===== src/rtl/red_dec_ctrl.sv =====
// red_dec_ctrl: frame sequencer between the last conv layer and the reduction/decision back end
// Ports:
//   clk, rst                      clock, synchronous active-high reset
//   in_valid/in_ready/in_column   upstream column stream
//   red_valid/red_start/red_last  registered column beat to the reduction datapath
//   red_column                    registered column, held between beats
//   dec_valid/dec_max/dec_index   decision result pulse
//   res_valid/res_ready           held result handshake
//   res_max/res_index             captured result
//   frame_cnt                     consumed frames, wraps
//   err_timeout/err_spurious      sticky watchdog and unexpected-decision flags
module red_dec_ctrl #(
    parameter int DATA_WIDTH = 16,
    parameter int N_MATS = 10,
    parameter int COLS_PER_FRAME = 12,
    parameter int TIMEOUT = 64,
    localparam int IW = $clog2(N_MATS)
) (
    input  logic clk,
    input  logic rst,
    input  logic in_valid,
    output logic in_ready,
    input  logic [1:0][N_MATS-1:0][DATA_WIDTH-1:0] in_column,
    output logic red_valid,
    output logic red_start,
    output logic red_last,
    output logic [1:0][N_MATS-1:0][DATA_WIDTH-1:0] red_column,
    input  logic dec_valid,
    input  logic [DATA_WIDTH-1:0] dec_max,
    input  logic [IW-1:0] dec_index,
    output logic res_valid,
    input  logic res_ready,
    output logic [DATA_WIDTH-1:0] res_max,
    output logic [IW-1:0] res_index,
    output logic [15:0] frame_cnt,
    output logic err_timeout,
    output logic err_spurious
);
    localparam int CW = $clog2(COLS_PER_FRAME + 1);
    localparam int WW = $clog2(TIMEOUT);
    typedef enum logic [1:0] {IDLE, FEED, WAIT_DEC, HOLD} state_t;
    state_t state;
    logic [CW-1:0] col_cnt, col_nxt;
    logic [WW-1:0] wd;
    logic acc, last;
    assign in_ready = state == IDLE || state == FEED;
    assign acc = in_valid && in_ready;
    // count this beat would reach: restart at 1 on the first beat of a frame
    assign col_nxt = state == IDLE ? CW'(1) : col_cnt + CW'(1);
    assign last = col_nxt == CW'(COLS_PER_FRAME);
    always_ff @(posedge clk) begin
        if (rst) begin
            state <= IDLE;
            col_cnt <= '0;
            wd <= '0;
            frame_cnt <= '0;
            red_valid <= 1'b0;
            red_start <= 1'b0;
            red_last <= 1'b0;
            red_column <= '0;
            res_valid <= 1'b0;
            res_max <= '0;
            res_index <= '0;
            err_timeout <= 1'b0;
            err_spurious <= 1'b0;
        end else begin
            red_valid <= acc;
            red_start <= acc && state == IDLE;
            red_last <= acc && last;
            if (acc) begin
                red_column <= in_column;
                col_cnt <= col_nxt;
                wd <= '0;
                state <= last ? WAIT_DEC : FEED;
            end
            if (dec_valid && state != WAIT_DEC) err_spurious <= 1'b1;
            // a decision arriving on the expiry cycle takes priority over the watchdog
            if (state == WAIT_DEC) begin
                if (dec_valid) begin
                    res_max <= dec_max;
                    res_index <= dec_index;
                    res_valid <= 1'b1;
                    state <= HOLD;
                end else if (wd == WW'(TIMEOUT - 1)) begin
                    err_timeout <= 1'b1;
                    state <= IDLE;
                end else begin
                    wd <= wd + WW'(1);
                end
            end
            if (state == HOLD && res_ready) begin
                res_valid <= 1'b0;
                frame_cnt <= frame_cnt + 16'd1;
                state <= IDLE;
            end
        end
    end
endmodule

===== config.mk =====
export PLATFORM = sky130hd
export DESIGN_NAME = red_dec_ctrl
export DESIGN_NICKNAME = d
export VERILOG_FILES = /design/src/rtl/red_dec_ctrl.sv
export SDC_FILE = /design/constraint.sdc
export NUM_CORES = 1
export LEC_CHECK = 0
export ABC_AREA = 1
export CORE_AREA = 2 2 280 282
export CTS_CLUSTER_DIAMETER = 80
export CTS_CLUSTER_SIZE = 16
export DETAILED_ROUTE_END_ITERATION = 8
export DIE_AREA = 0 0 282 284
export DONT_BUFFER_PORTS = 1
export HOLD_SLACK_MARGIN = 0.12
export SLEW_MARGIN = 30
export SYNTH_ARGS = -nofsm -noshare
export SYNTH_HDL_FRONTEND = slang
export SYNTH_SLANG_ARGS = --single-unit

===== constraint.sdc =====
create_clock -name clk -period 1.5 [get_ports clk]
set_input_delay 0.45 -clock clk [delete_from_list [all_inputs] [get_ports clk]]
set_output_delay 0.45 -clock clk [all_outputs]
set_load 0.02 [all_outputs]

[Word-level counts from Yosys, hierarchy flattened]
Cells that the tools add are included.
Storage, ports and cells
  flip-flop bits (word level): 374
  input bits: 345
  output and inout bits: 363
  word-level logic and storage cells: 62
Cells by class
  $add $sub $neg: 3
  equal/unequal tests: 6
  mux-type cells: 10
  bitwise operators: 1
  reductions and logical operators: 10
Operators by type and width (number)
  6-bit two-way mux: 4
  16-bit by 1-bit adder with 16-bit output (second input constant): 1
  2-bit two-way mux: 5
  6-bit by 1-bit adder with 6-bit output (second input constant): 1
  6-bit == test (second input constant): 1
  1-bit logical AND: 5
  4-bit by 1-bit adder with 4-bit output (second input constant): 1
  2-bit == test (second input constant): 2
  4-bit == test (second input constant): 1
  4-bit two-way mux: 1
  3-bit AND reduction: 1
  2-bit by 1-bit == test with 1-bit output (second input constant): 1
  2-bit logical NOT: 1
  2-bit != test (second input constant): 1
  2-bit AND reduction: 1
  2-bit OR reduction: 1
  1-bit logical OR: 1
  1-bit NOT: 1

[Depth between registers and ports, before layout]
Gate-level depths: netlist of run 1.
  depth in word-level cells: 8
  mapped depth: 9
  mapped depth without buffers: 9

[Worst setup path after synthesis of run 1]
OpenSTA, ideal clock, no wires.
  kind: reg2reg
  start point: register frame_cnt[1]
  end point: register frame_cnt[10]
  library setup time: 0.116 ns
  arrival: 1.261 ns
  data required time: 1.384 ns
  setup slack: 0.123 ns
  cell stages (with the launch flop): 7
  path buffers: 0
  clock period less this slack: 1.377 ns
  cell sequence: dfxtp_1 -> ha_1 -> nand4_1 -> inv_1 -> nand3_1 -> o21ai_0 -> nor2_1
Between the ends
  longest elaborated chain between the ends: 1
Ends and longest elaborated chain
  start, declared: RTL line 35  | output logic [15:0] frame_cnt,
  start signal, assigned: RTL line 93  | frame_cnt <= frame_cnt + 16'd1;
  16-bit by 1-bit adder with 16-bit output: RTL line 93
No other way between the ends.
A chain may end at the register's enable or synchronous reset.

[Final worst setup path of run 1]
  start point: register state[1]
  end point: output in_ready
Between the ends
  longest elaborated chain between the ends: 2
  elaborated cells on any way between the ends: 3
  those cells by class: 1 x eq/ne; 2 x reduce/logical
Ends and longest elaborated chain
  start, declared: RTL line 42  | state_t state;
  start signal, assigned: RTL line 74  | state <= last ? WAIT_DEC : FEED;
  2-bit by 1-bit == test with 1-bit output / 2-bit logical NOT (equally long branches): RTL line 46  | assign in_ready = state == IDLE || state == FEED;
  1-bit logical OR (*): RTL line 46
  end, declared: RTL line 22  | output logic in_ready,
Mark *: on every way between the ends. The rest lies on a longest branch, timed or not.

==> results.json, run 1 <==
{
  "finalSetupViolCount": 95,
  "hold_slack_ns": 0.142,
  "syn_nets": 2054,
  "hold_viol_final": 0,
  "irDropWorstVdd_mv": 0.899,
  "multi_input_area_sq_um": 6470,
  "synth_compound_area_share_pct": 14.2,
  "synth.distinct_cells": 27,
  "ys_warn_count": 0,
  "end_kind": "output pin",
  "fillers": 7694,
  "yosys-top-cells-count": "nor2_1 (678), dfxtp_1 (374), o21ai_0 (330)",
  "worstSetupPathType": "reg2out",
  "die_area_sq_um": 80100,
  "drc": 0,
  "ys_ff_latch": 374,
  "regToRegStartpoint": "state[1]",
  "wl_mm": 60.4,
  "ant_nets": 0,
  "async_reset_ff_share_pct": 0,
  "skew_ns": 0.0134,
  "num_vias": 13956,
  "synthAdderAreaFrac_pct": 0.282,
  "synth_cells": 1706,
  "worstPathRequired_ns": 1.05,
  "p_leak_uw": 0.00874,
  "final_util_pct": 29.5,
  "fin_crit_sh_pct": 107,
  "critPathLaunchType": "flop",
  "htreeDepth": 1,
  "grt_start_max_net_pins": 78,
  "dp_hpwl_mm": 34.1,
  "p_per_area_nw_per_um2": 993,
  "antenna_found_initial": 5,
  "synth_top_family_by_area": "simple AND/OR/NAND/NOR gates",
  "die_h_um": 284,
  "grt_usage_pct": 11.4,
  "synth_xor_area_share_pct": 0.132,
  "cts_root_buffer": "clkbuf_16",
  "core_sq_um": 77000,
  "netlist_area_sq_um": 13300,
  "drive_gt1_share_pct": 40.0,
  "cts_num_sinks": 374,
  "worstSkewPairLatency_ns": 0.59,
  "avgSynthCellArea_sq_um": 7.80,
  "r2r-end": "red_column[219]",
  "critical_path.startpoint": "state[1]",
  "synthTopCellsByArea": "dfxtp_1 (56%), nor2_1 (19%), o21ai_0 (12%)",
  "tns_ns": -2.32,
  "seq_area_frac_synth_pct": 56.2,
  "relSlewSlack_pct": 47.1,
  "synthMuxAreaShare_pct": 0,
  "synth.most_common_cell": "nor2_1",
  "grt_pass1_wl_mm": 72.6,
  "r2r_cells": 9,
  "wl_per_cell_um": 19.0,
  "cp-endpoint": "in_ready",
  "failed_checks": "setup timing",
  "power_uw": 22600,
  "rsz0062_at_grt": "true",
  "hold_depth": 3,
  "fmax_mhz": 621,
  "yosys.area.top_type": "dfxtp_1",
  "arrival_ns": 1.16,
  "place_inst": 2743,
  "cts_tree": "done",
  "vias_per_cell": 4.39,
  "layout.area.seq_sq_um": 8070,
  "syn_to_final_growth_pct": 70.8,
  "period_needed_ns": 1.61,
  "gp_congestion": 0.837,
  "cap_violations": 0,
  "synth_top_area_share_pct": 56.2,
  "layout_setup_ws_ns": -0.111,
  "firstDrtPassIters": 5,
  "tightest_slew_ns": 0.790,
  "die_w_um": 282,
  "rrSetupSlack_ns": -0.09,
  "clk_pin_slew_ns": 0.07,
  "status": "finished, violations left",
  "synth_edf_count": 0,
  "grt_pass1_vias": 12688,
  "port-buffer-count": 0,
  "slew_viol_final": 0,
  "boundaryPins": 708,
  "hold_class": "in2reg",
  "clk_path_buf_depth": 3,
  "synthSimpleGateAreaFrac_pct": 23.5,
  "instances_no_fill": 3176,
  "drt-initial-drc-count": 759,
  "fp-row-count": 102,
  "cts-buffers-inserted": 28,
  "worst-path-max-fanout": 4,
  "synth_ff_type": "dfxtp_1",
  "grt_remaining_overflow": 0,
  "fin_nets": 2476,
  "initial_utilization_pct": 17.3
}
-- worst min-delay path by stage --
stage	start	endpoint
2_1_floorplan	col_cnt[3]	col_cnt[3]
3_3_place_gp	col_cnt[3]	col_cnt[3]
4_1_cts	dec_valid	res_max[13]
5_1_grt	in_column[183]	red_column[183]
3_5_place_dp	col_cnt[3]	col_cnt[3]
6_report	in_column[183]	red_column[183]
-- power by group --
| group | internal (uW) | switching, uW | leakage, uW |
|---|---|---|---|
| clock | 3610 | 3660 | 0.000387 |
| sequential | 10600 | 1430 | 0.00323 |
| combinational | 1710 | 1540 | 0.00513 |
-- kinds of logic after synthesis --
kind of cell             after synthesis
adder cells (fa/ha/maj)                3
flip-flops                           374
AO/OA/AOI/OAI                        377
buffers and inverters                153
AND/OR/NAND/NOR                      797
XOR/XNOR                               2
-- cell usage in the layout, fill, tap and decap left out, types with 5 or more instances in the layout --
cell	n
buf_12	37
o21ai_1	62
nor2_4	152
a21oi_1	39
dfxtp_1	9
buf_4	85
buf_6	26
dlygate4sd3_1	316
nor3_1	5
nand2_1	64
nand3_1	29
inv_1	29
dfxtp_2	314
buf_8	6
o21ai_2	10
nand4_1	5
nor2_1	453
dfxtp_4	51
nor2_2	79
o21ai_0	261
buf_16	6
clkbuf_16	62
-- stage by stage --
stage                     area, sq um  worst slack (ns)
after floorplan                 13300             0.123
after global placement          15100           -0.0581
after detailed placement        15100           -0.0607
after CTS                       19800            -0.154
after global routing            22700            -0.175
final                           22700            -0.111
-- flip-flops by register name (all words and copies together), names as in the netlist --
register and flops:
red_column 320, frame_cnt 16, res_max 16, wd 6, col_cnt 4, res_index 4, state 2, err_spurious 1
err_timeout 1, red_last 1, red_start 1, red_valid 1, res_valid 1
-- routing by layer --
layer  wire length, um  global-route usage [%]  up-vias
met2             28900                    20.2      806
li1                  -                       -     6336
met4              3030                    4.43        0
met1             22800                    12.7     6623
met5                 0                       0        -
met3              5590                    3.29      191
-- area by class of cell --
type | count | area share [%]
flip-flops and latches | 374 | 35.5
repair inverters | 1 | 0.0715
clock inverters | 4 | 0.242
inverters | 35 | 0.726
diodes | 4 | 0.0440
clock buffers | 30 | 3.21
repair buffers | 509 | 26.0
multi-input cells | 1179 | 28.5
well taps | 1040 | 5.72
-- timing repair --
item / in CTS / in global routing
hold buffers: 313 / 4
gates resized for setup: 432 / 538
endpoints found under the setup margin: 366 / 314
buffers inserted: 8 / 27
cloned: 0 / 47
endpoints found under the hold margin: 329 / 23
pin swaps: 3 / 60
-- critical path, stage by stage, from the launching register on --
cell	delay, ns
dfxtp_2	0.33
inv_2	0.08
buf_6	0.15
Power figures use the tool's default switching activity.
==> run 2, diff against run 1 <==
- RECOVER_POWER: unset -> 25
==> results.json, run 2 (synthesis results as in run 1) <==
{
  "layout.area.seq_sq_um": 8070,
  "p_comb_share_pct": 14.4,
  "fp-row-count": 102,
  "dp_hpwl_mm": 34.1,
  "grt_usage_pct": 11.4,
  "die_area_sq_um": 80100,
  "cts_tree": "done",
  "hold_depth": 2,
  "layout_setup_ws_ns": -0.113,
  "critPathLaunchType": "flop",
  "grt_remaining_overflow": 0,
  "hp-start": "dec_valid",
  "arrival_ns": 1.16,
  "grt_start_max_net_pins": 78,
  "failed_checks": "setup timing",
  "cap_violations": 0,
  "pwr-share-seq_pct": 53.4,
  "hold_viol_final": 0,
  "instances_no_fill": 3176,
  "gp_congestion": 0.837,
  "clockPowerShare_pct": 32.2,
  "rrSetupSlack_ns": -0.09,
  "slew_viol_final": 0,
  "grt_pass1_vias": 12688,
  "core_sq_um": 77000,
  "cts_root_buffer": "clkbuf_16",
  "holdPathEnd": "state[1]",
  "p_per_area_nw_per_um2": 994,
  "final_cell_mix": "nor2_1 (453), dlygate4sd3_1 (316), dfxtp_2 (314)",
  "clk_pin_slew_ns": 0.07,
  "fmax_mhz": 620,
  "antenna_found_initial": 5,
  "irDropWorstVdd_mv": 0.899,
  "top_regs": "red_column: 320 flops, frame_cnt: 16 flops, res_max: 16 flops",
  "worstSkewPairLatency_ns": 0.59,
  "hold_class": "in2reg",
  "worstSetupPathType": "reg2out",
  "syn_to_final_growth_pct": 70.6,
  "status": "finished, violations left",
  "grt_pass1_wl_mm": 72.6,
  "fin_nets": 2476,
  "tightest_slew_ns": 0.787,
  "end_kind": "output pin",
  "cts-buffers-inserted": 28,
  "boundaryPins": 708,
  "r2r_cells": 9,
  "critical_path.startpoint": "state[1]",
  "fillers": 7695,
  "ant_nets": 0,
  "drt-initial-drc-count": 746,
  "r2r-end": "red_column[219]",
  "wl_per_cell_um": 19.0,
  "multi_input_area_sq_um": 6460,
  "final_common_cell": "nor2_1",
  "wl_mm": 60.4,
  "fin_crit_sh_pct": 108,
  "largest_register_ffs": 320,
  "die_h_um": 284,
  "p_sw_share_pct": 29.4,
  "final_util_pct": 29.5,
  "place_inst": 2743,
  "period_needed_ns": 1.61,
  "drive_gt1_share_pct": 39.9,
  "firstDrtPassIters": 5,
  "internal_power_uw": 15900,
  "clk_path_buf_depth": 3,
  "worstPathRequired_ns": 1.05,
  "port-buffer-count": 0,
  "relSlewSlack_pct": 47.4,
  "worst-path-max-fanout": 4,
  "max_flop_register": "red_column",
  "drc": 0,
  "vias_per_cell": 4.39,
  "finalSetupViolCount": 100,
  "rsz0062_at_grt": "true",
  "die_w_um": 282,
  "skew_ns": 0.0136,
  "num_vias": 13951,
  "p_leak_uw": 0.00873,
  "cts_num_sinks": 374,
  "regToRegStartpoint": "state[1]",
  "power_switching_uw": 6630,
  "htreeDepth": 1,
  "initial_utilization_pct": 17.3
}
## run 2: cell types whose count changed in the layout (fill, tap and decap cells not counted)
cell | before | now
buf_4 | 85 | 83
clkbuf_4 | 0 | 2
buf_12 | 37 | 36
clkbuf_2 | 0 | 1
nand3_1 | 29 | 30
nand3_4 | 1 | 0
## run 2: worst max-delay path by stage
stage,to,slack (ns),depth (start not counted)
6_report,in_ready,-0.11,2
5_1_grt,in_ready,-0.17,2
4_1_cts,in_ready,-0.15,2
3_5_place_dp,red_column[35],-0.06,5
3_3_place_gp,red_column[38],-0.06,5
2_1_floorplan,frame_cnt[10],0.12,6
## run 2: area by class of cell
cell class | count | share of cell area, %
inverter | 35 | 0.727
antenna | 4 | 0.0441
tap | 1040 | 5.73
timing repair buffer | 509 | 26.0
clock buffer | 30 | 3.21
multi-input combinational | 1179 | 28.4
clock inverter | 4 | 0.242
sequential | 374 | 35.5
timing repair inverter | 1 | 0.0716
## run 2: routing by layer
metal,GRT usage (%),vias up,share of wire [%]
met5,0,-,0
met4,4.43,0,5.0
met3,3.29,189,9.3
met2,20.2,804,48
met1,12.7,6622,38
li1,-,6336,-
## run 2: critical path, stage by stage (launching register included)
cell	delay (ns)
dfxtp_2	0.33
inv_2	0.08
buf_6	0.15
## run 2: timing repair
| item | 4_1_cts | 5_1_grt |
|---|---|---|
| gates resized for setup | 432 | 538 |
| buffers inserted | 8 | 27 |
| hold endpoints to repair | 329 | 23 |
| pin swaps | 3 | 60 |
| endpoints found under the setup margin | 366 | 314 |
| hold buffers | 313 | 4 |
| gates cloned | 0 | 47 |
## run 2: through the flow
step                power (uW)  cell area [sq um]  setup slack, ns  hold WS [ns]  TNS [ns]
floorplan                12800              13300            0.123         0.457         0
global placement         13500              15100          -0.0581         0.468   -0.0781
detailed placement       13500              15100          -0.0607         0.474    -0.153
CTS                      21600              19800           -0.154       -0.0418     -1.14
global route             23400              22700           -0.174        0.0761    -21.74
finish                   22600              22700           -0.113        0.0895     -2.42
## run 2: power by group through the flow
stage / Combinational (uW) / Clock (uW) / Sequential [uW]
after global routing: 3500 / 7800 / 12100
after detailed placement: 1530 / 0 / 12000
after floorplan: 1050 / 0 / 11800
after global placement: 1500 / 0 / 12000
after CTS: 2250 / 7480 / 11900
final: 3250 / 7270 / 12100
==> run 3, diff against run 2 <==
- GPL_TIMING_DRIVEN: unset -> 1
==> results of run 3 <==
The final DEF is identical to that of run 2; final timing and power are the same.
